File: src/rtl/uart_tx_param.sv
// uart_tx_param: parametrised UART transmitter with a one-entry holding buffer.
//
// Frame: start(0), DATA_WIDTH data bits LSB first, optional parity, one or two
// stop bits(1). Each bit is held for PRESCALE+1 clocks. The holding buffer lets
// the next word load on the last clock of the final stop bit, so frames can go
// out back-to-back with no idle gap.
//
// Ports:
//   clk, rst        clock; asynchronous active-high reset
//   P_DATA          parallel word to send (DATA_WIDTH bits)
//   DATA_valid      producer offers P_DATA
//   DATA_ready      buffer empty, word can be accepted
//   PAR_EN/PAR_TYP  parity enable / 1 = even (XOR), 0 = odd (XNOR)
//   STOP2           1 = two stop bits
//   PRESCALE        bit period in clocks minus 1
//   TX_OUT          serial line, idle high (registered)
//   busy            frame in progress (registered)
//   frame_done      one-cycle pulse after the last clock of the final stop bit
//
// Handshake: a word is taken on any rising edge where DATA_valid && DATA_ready.
// DATA_ready depends only on the buffer state, never on DATA_valid.
module uart_tx_param #(
  parameter int DATA_WIDTH = 8,
  parameter int PRESC_W    = 16
) (
  input  logic                  clk,
  input  logic                  rst,
  input  logic [DATA_WIDTH-1:0] P_DATA,
  input  logic                  DATA_valid,
  output logic                  DATA_ready,
  input  logic                  PAR_EN,
  input  logic                  PAR_TYP,
  input  logic                  STOP2,
  input  logic [PRESC_W-1:0]    PRESCALE,
  output logic                  TX_OUT,
  output logic                  busy,
  output logic                  frame_done
);

  localparam int IDX_W = $clog2(DATA_WIDTH);

  typedef enum logic [2:0] {
    S_IDLE, S_START, S_DATA, S_PARITY, S_STOP1, S_STOP2
  } state_t;

  state_t                state, state_n;
  logic [PRESC_W-1:0]    cnt, cnt_n, presc_r;
  logic [IDX_W-1:0]      idx, idx_n;
  logic [DATA_WIDTH-1:0] shreg, buf_data;
  logic                  buf_full, par_en_r, par_bit_r, stop2_r;
  logic                  load, accept, bit_end, last_bit, tx_n, par_calc;
  logic                  tx_r, busy_r, fdone_r;

  assign DATA_ready = !buf_full;
  assign accept     = DATA_valid && !buf_full;
  // Counter never exceeds presc_r, so an all-ones PRESCALE cannot overflow it.
  assign bit_end    = (cnt == presc_r);
  assign par_calc   = PAR_TYP ? ^buf_data : ~^buf_data;

  assign TX_OUT     = tx_r;
  assign busy       = busy_r;
  assign frame_done = fdone_r;

  always_comb begin
    state_n  = state;
    cnt_n    = cnt;
    idx_n    = idx;
    load     = 1'b0;
    last_bit = 1'b0;
    case (state)
      S_IDLE: begin
        if (buf_full) begin
          load    = 1'b1;
          state_n = S_START;
          cnt_n   = '0;
        end
      end
      default: begin
        if (bit_end) begin
          cnt_n = '0;
          case (state)
            S_START: begin
              state_n = S_DATA;
              idx_n   = '0;
            end
            S_DATA: begin
              if (idx == IDX_W'(DATA_WIDTH - 1))
                state_n = par_en_r ? S_PARITY : S_STOP1;
              else
                idx_n = idx + IDX_W'(1);
            end
            S_PARITY: state_n = S_STOP1;
            S_STOP1: begin
              if (stop2_r) state_n = S_STOP2;
              else         last_bit = 1'b1;
            end
            default: last_bit = 1'b1;
          endcase
          // End of the final stop bit: chain straight into the buffered word.
          if (last_bit) begin
            if (buf_full) begin
              load    = 1'b1;
              state_n = S_START;
            end else begin
              state_n = S_IDLE;
            end
          end
        end else begin
          cnt_n = cnt + PRESC_W'(1);
        end
      end
    endcase

    // Line value is decided from the next state so TX_OUT is a plain register.
    case (state_n)
      S_START:  tx_n = 1'b0;
      S_DATA:   tx_n = shreg[idx_n];
      S_PARITY: tx_n = par_bit_r;
      default:  tx_n = 1'b1;
    endcase
  end

  always_ff @(posedge clk or posedge rst) begin
    if (rst) begin
      state     <= S_IDLE;
      cnt       <= '0;
      idx       <= '0;
      shreg     <= '0;
      buf_data  <= '0;
      buf_full  <= 1'b0;
      par_en_r  <= 1'b0;
      par_bit_r <= 1'b0;
      stop2_r   <= 1'b0;
      presc_r   <= '0;
      tx_r      <= 1'b1;
      busy_r    <= 1'b0;
      fdone_r   <= 1'b0;
    end else begin
      state   <= state_n;
      cnt     <= cnt_n;
      idx     <= idx_n;
      tx_r    <= tx_n;
      busy_r  <= (state_n != S_IDLE);
      fdone_r <= last_bit;
      // Frame configuration is frozen at the transfer into the shift register.
      if (load) begin
        shreg     <= buf_data;
        par_en_r  <= PAR_EN;
        par_bit_r <= par_calc;
        stop2_r   <= STOP2;
        presc_r   <= PRESCALE;
      end
      if (accept) buf_data <= P_DATA;
      buf_full <= (buf_full && !load) || accept;
    end
  end

endmodule

File: config.mk
export PLATFORM = sky130hd
export DESIGN_NAME = uart_tx_param
export DESIGN_NICKNAME = d
export VERILOG_FILES = /design/src/rtl/uart_tx_param.sv
export SDC_FILE = /design/constraint.sdc
export NUM_CORES = 1
export LEC_CHECK = 0
export BUFFER_PORTS_ARGS = -buffer_cell sky130_fd_sc_hd__buf_2
export CAP_MARGIN = 10
export CELL_PAD_IN_SITES_DETAIL_PLACEMENT = 1
export CELL_PAD_IN_SITES_GLOBAL_PLACEMENT = 1
export CORE_MARGIN = 4
export CORE_UTILIZATION = 50
export CTS_CLUSTER_SIZE = 8
export DETAILED_ROUTE_END_ITERATION = 8
export GPL_ROUTABILITY_DRIVEN = 1
export PLACE_DENSITY = 0.94
export SYNTH_ARGS = -nofsm -noshare
export SYNTH_HDL_FRONTEND = slang
export SYNTH_SLANG_ARGS = --single-unit
File: constraint.sdc
create_clock -name clk -period 3.4 [get_ports clk]
set_input_delay 0.68 -clock clk [delete_from_list [all_inputs] [get_ports clk]]
set_output_delay 0.68 -clock clk [all_outputs]
set_load 0.005 [all_outputs]
==> run_results.csv <==
group,metric,value,unit
timing,slew_headroom,40.8,%
min_path,hold_path_class,"in2async",
setup_path,worstReg2RegStart,"cnt[10]$_DFFE_PP0P_",
layout,drive_gt1_share,29.9,%
synth,ys_seq_area_share,49.3,%
synth,syn_nets,312,
die,core_region_area,5960,um2
synth,ys_warn_count,0,
setup_path,crit_required,3.68,ns
timing,setup_tns,0,ns
power,peakVddDrop,0.000522,V
clocking,cts_tree,"yes",
global_route,antenna_found_initial,0,
setup_path,criticalPathCategory,"reg2reg",
layout,area_growth,16.0,%
die,initial_utilization,52.0,%
synth,synth_area,3100,um2
power,power,3.04,mW
drt,wire_per_inst,23.0,um
clocking,hold_buffers,0,
die,rows,28,
layout,antenna_cells,0,
timing,finalSetupViolations,0,
clocking,post_cts_resized,0,
drt,vias,2425,
clocking,htreeDepth,3,
timing,fmax,0.349,GHz
die,dieArea,7520,um2
synth,synth_seq_cells,61,
setup_path,reg2reg_setup_slack,0.54,ns
timing,slew_violations,0,
timing,hold_viol,0,
clocking,cts.clk_slew.worst_paths,0.08,ns
synth,syn_inst,280,
drt,drt_iter0_markers,186,
die,fp.dieH,86.7,um
drt,ant_nets,0,
die,dieWidth,86.7,um
die,ios,34,
synth,synth_edf_count,0,
drt,viasPerCell,6.12,
synth,synthArstFlopShare,100,%
drt,drc,0,
setup_path,start_kind,"flip-flop",
synth,avgSynthCellArea,11.1,um2
run_status,outcome,"finished, final reports clean",
drt,wirelength,9110,um
global_route,grt-ovfl-total,0,
layout,nets,348,
timing,tightestPinTransition,0.885,ns
global_route,grt_max_degree,40,
clocking,clock_path_buffers,2,
clocking,clockRootBuffer,"clkbuf_8",
setup_path,arrival,3.14,ns
timing,period_needed,2.86,ns
placement,dp_hpwl,5900,um
layout,layout_common_cells,"dfrtp_1 (60), buf_2 (33), mux2_2 (27)",
timing,grt_setup_unrepaired,"no",
synth,yosysUniqueCellTypes,48,
setup_path,worstSetupEndpointType,"flip-flop",
setup_path,worstRegToRegCells,9,
synth,ys.flop_type,"dfrtp_1",
layout,final_common_cell,"dfrtp_1",
power,pwr_density_cell,845,nW/um2
setup_path,worstReg2RegEnd,"TX_OUT$_DFF_PP1_",
global_route,grt_pass1_wl,15100,um
power,power.leakage,1.61,nW
drt,first_pass_iters,4,
global_route,grt_usage,27.0,%
clocking,numCtsBuffers,9,
clocking,clock-sinks,61,
clocking,clk_latency,0.36,ns
placement,finalWeightedCongestion,0.978,
clocking,postCtsSetupBuffers,0,
placement,io_buffer_count,33,
global_route,grt_pass1_vias,2723,
timing,skew,0.0106,ns
setup_path,critPathMaxFanout,15,
timing,layout_worst_path_cycle_share,84.2,%
flow_run,cap_violations,0,
## critical path, stage by stage, from the launching register on
cell and delay, ns:
dfrtp_1 0.46, xnor2_1 0.27, nand4_1 0.18, nor4_4 0.75, and3_2 0.36, o21ai_2 0.08
buf_4 0.21, and2_1 0.18, a211oi_1 0.21, a31oi_1 0.06
## metrics by stage
step | worst slack, ns | hold WS (ns) | std cells | util [%] | instance area (um2)
detailed placement | 0.628 | 0.502 | 380 | 55.8 | 3320
global route | 0.307 | 0.365 | 396 | 60.3 | 3590
floorplan | 1.21 | 0.451 | 280 | - | 3100
finish | 0.537 | 0.330 | 396 | 60.3 | 3590
global placement | 0.770 | 0.487 | 380 | 55.8 | 3320
CTS | 0.560 | 0.344 | 396 | 60.3 | 3590
## cells in the mapped netlist, types with 2 or more instances
library cell | instances | area share (%)
dfrtp_1 | 60 | 48
mux2_2 | 27 | 9.8
o21ai_0 | 26 | 4.2
xnor2_1 | 22 | 6.2
nand2_1 | 19 | 2.3
nor2_1 | 14 | 1.7
and3_1 | 10 | 2.0
nand3_1 | 9 | 1.5
clkbuf_1 | 7 | 0.85
inv_1 | 7 | 0.85
mux2_4 | 7 | 3.4
nand4_1 | 7 | 1.4
xor2_1 | 7 | 2.0
a21oi_1 | 5 | 0.81
a31oi_1 | 4 | 0.81
a32oi_1 | 3 | 0.85
and2_1 | 3 | 0.61
buf_6 | 3 | 1.1
nor2b_1 | 3 | 0.61
a22o_1 | 2 | 0.57
and3_2 | 2 | 0.48
buf_2 | 2 | 0.32
ha_1 | 2 | 0.81
mux2i_1 | 2 | 0.65
nand4b_1 | 2 | 0.57
o31ai_1 | 2 | 0.48
or3_1 | 2 | 0.40
## power by group
part           switching (mW)  internal (mW)  total, mW  leakage (nW)
Sequential              0.284          0.985       1.27         0.749
Combinational           0.391          0.481      0.873         0.723
Clock                   0.314          0.581      0.895         0.136
Total                   0.989           2.05       3.04          1.61
## flip-flops by register name, summed over array words and instances, names as in the netlist
register and count:
shreg 8, frame_done 1, presc_r 16, buf_data 8, stop2_r 1, busy 1
par_en_r 1, buf_full 1, cnt 16, state 3, par_bit_r 1, idx 3
TX_OUT 1
## cell type report
class	instances	area (um2)
inverters	7	26.3
flip-flops and latches	61	1530
multi-input cells	200	1480
clock inverters	6	134
clock buffers	10	138
repair buffers	37	195
well taps	75	93.8
fillers	652	2360
## worst max-delay path by stage
stage | startpoint | end | slack, ns | depth (start not counted)
floorplan | rst | buf_data[0]$_DFFE_PP0P_ | 1.21 | 1
global placement | cnt[10]$_DFFE_PP0P_ | TX_OUT$_DFF_PP1_ | 0.77 | 9
detailed placement | cnt[10]$_DFFE_PP0P_ | TX_OUT$_DFF_PP1_ | 0.63 | 9
CTS | cnt[10]$_DFFE_PP0P_ | TX_OUT$_DFF_PP1_ | 0.56 | 9
global route | cnt[10]$_DFFE_PP0P_ | TX_OUT$_DFF_PP1_ | 0.31 | 8
finish | cnt[10]$_DFFE_PP0P_ | TX_OUT$_DFF_PP1_ | 0.54 | 9
## metal layers
| metal | up-vias | GRT usage, % | share of wire, % |
|---|---|---|---|
| met3 | 18 | 5.70 | 5.6 |
| met1 | 1242 | 33.5 | 41 |
| met5 | - | 0 | 0 |
| met2 | 99 | 45.8 | 52 |
| li1 | 1066 | - | - |
| met4 | 0 | 10.6 | 2.1 |
## cell families (layout without fill, tap and decap cells)
logic type / count (synthesis) / in the layout / synth area share (%)
multiplexers: 36 / 36 / 13.9
flip-flops: 61 / 61 / 49.3
adder cells (fa/ha/maj): 2 / 2 / 0.808
AO/OA/AOI/OAI: 54 / 54 / 10.9
buffers and inverters: 19 / 60 / 3.11
AND/OR/NAND/NOR: 79 / 79 / 13.8
XOR/XNOR: 29 / 29 / 8.20
Note: power is estimated with default switching activity, not from simulation.
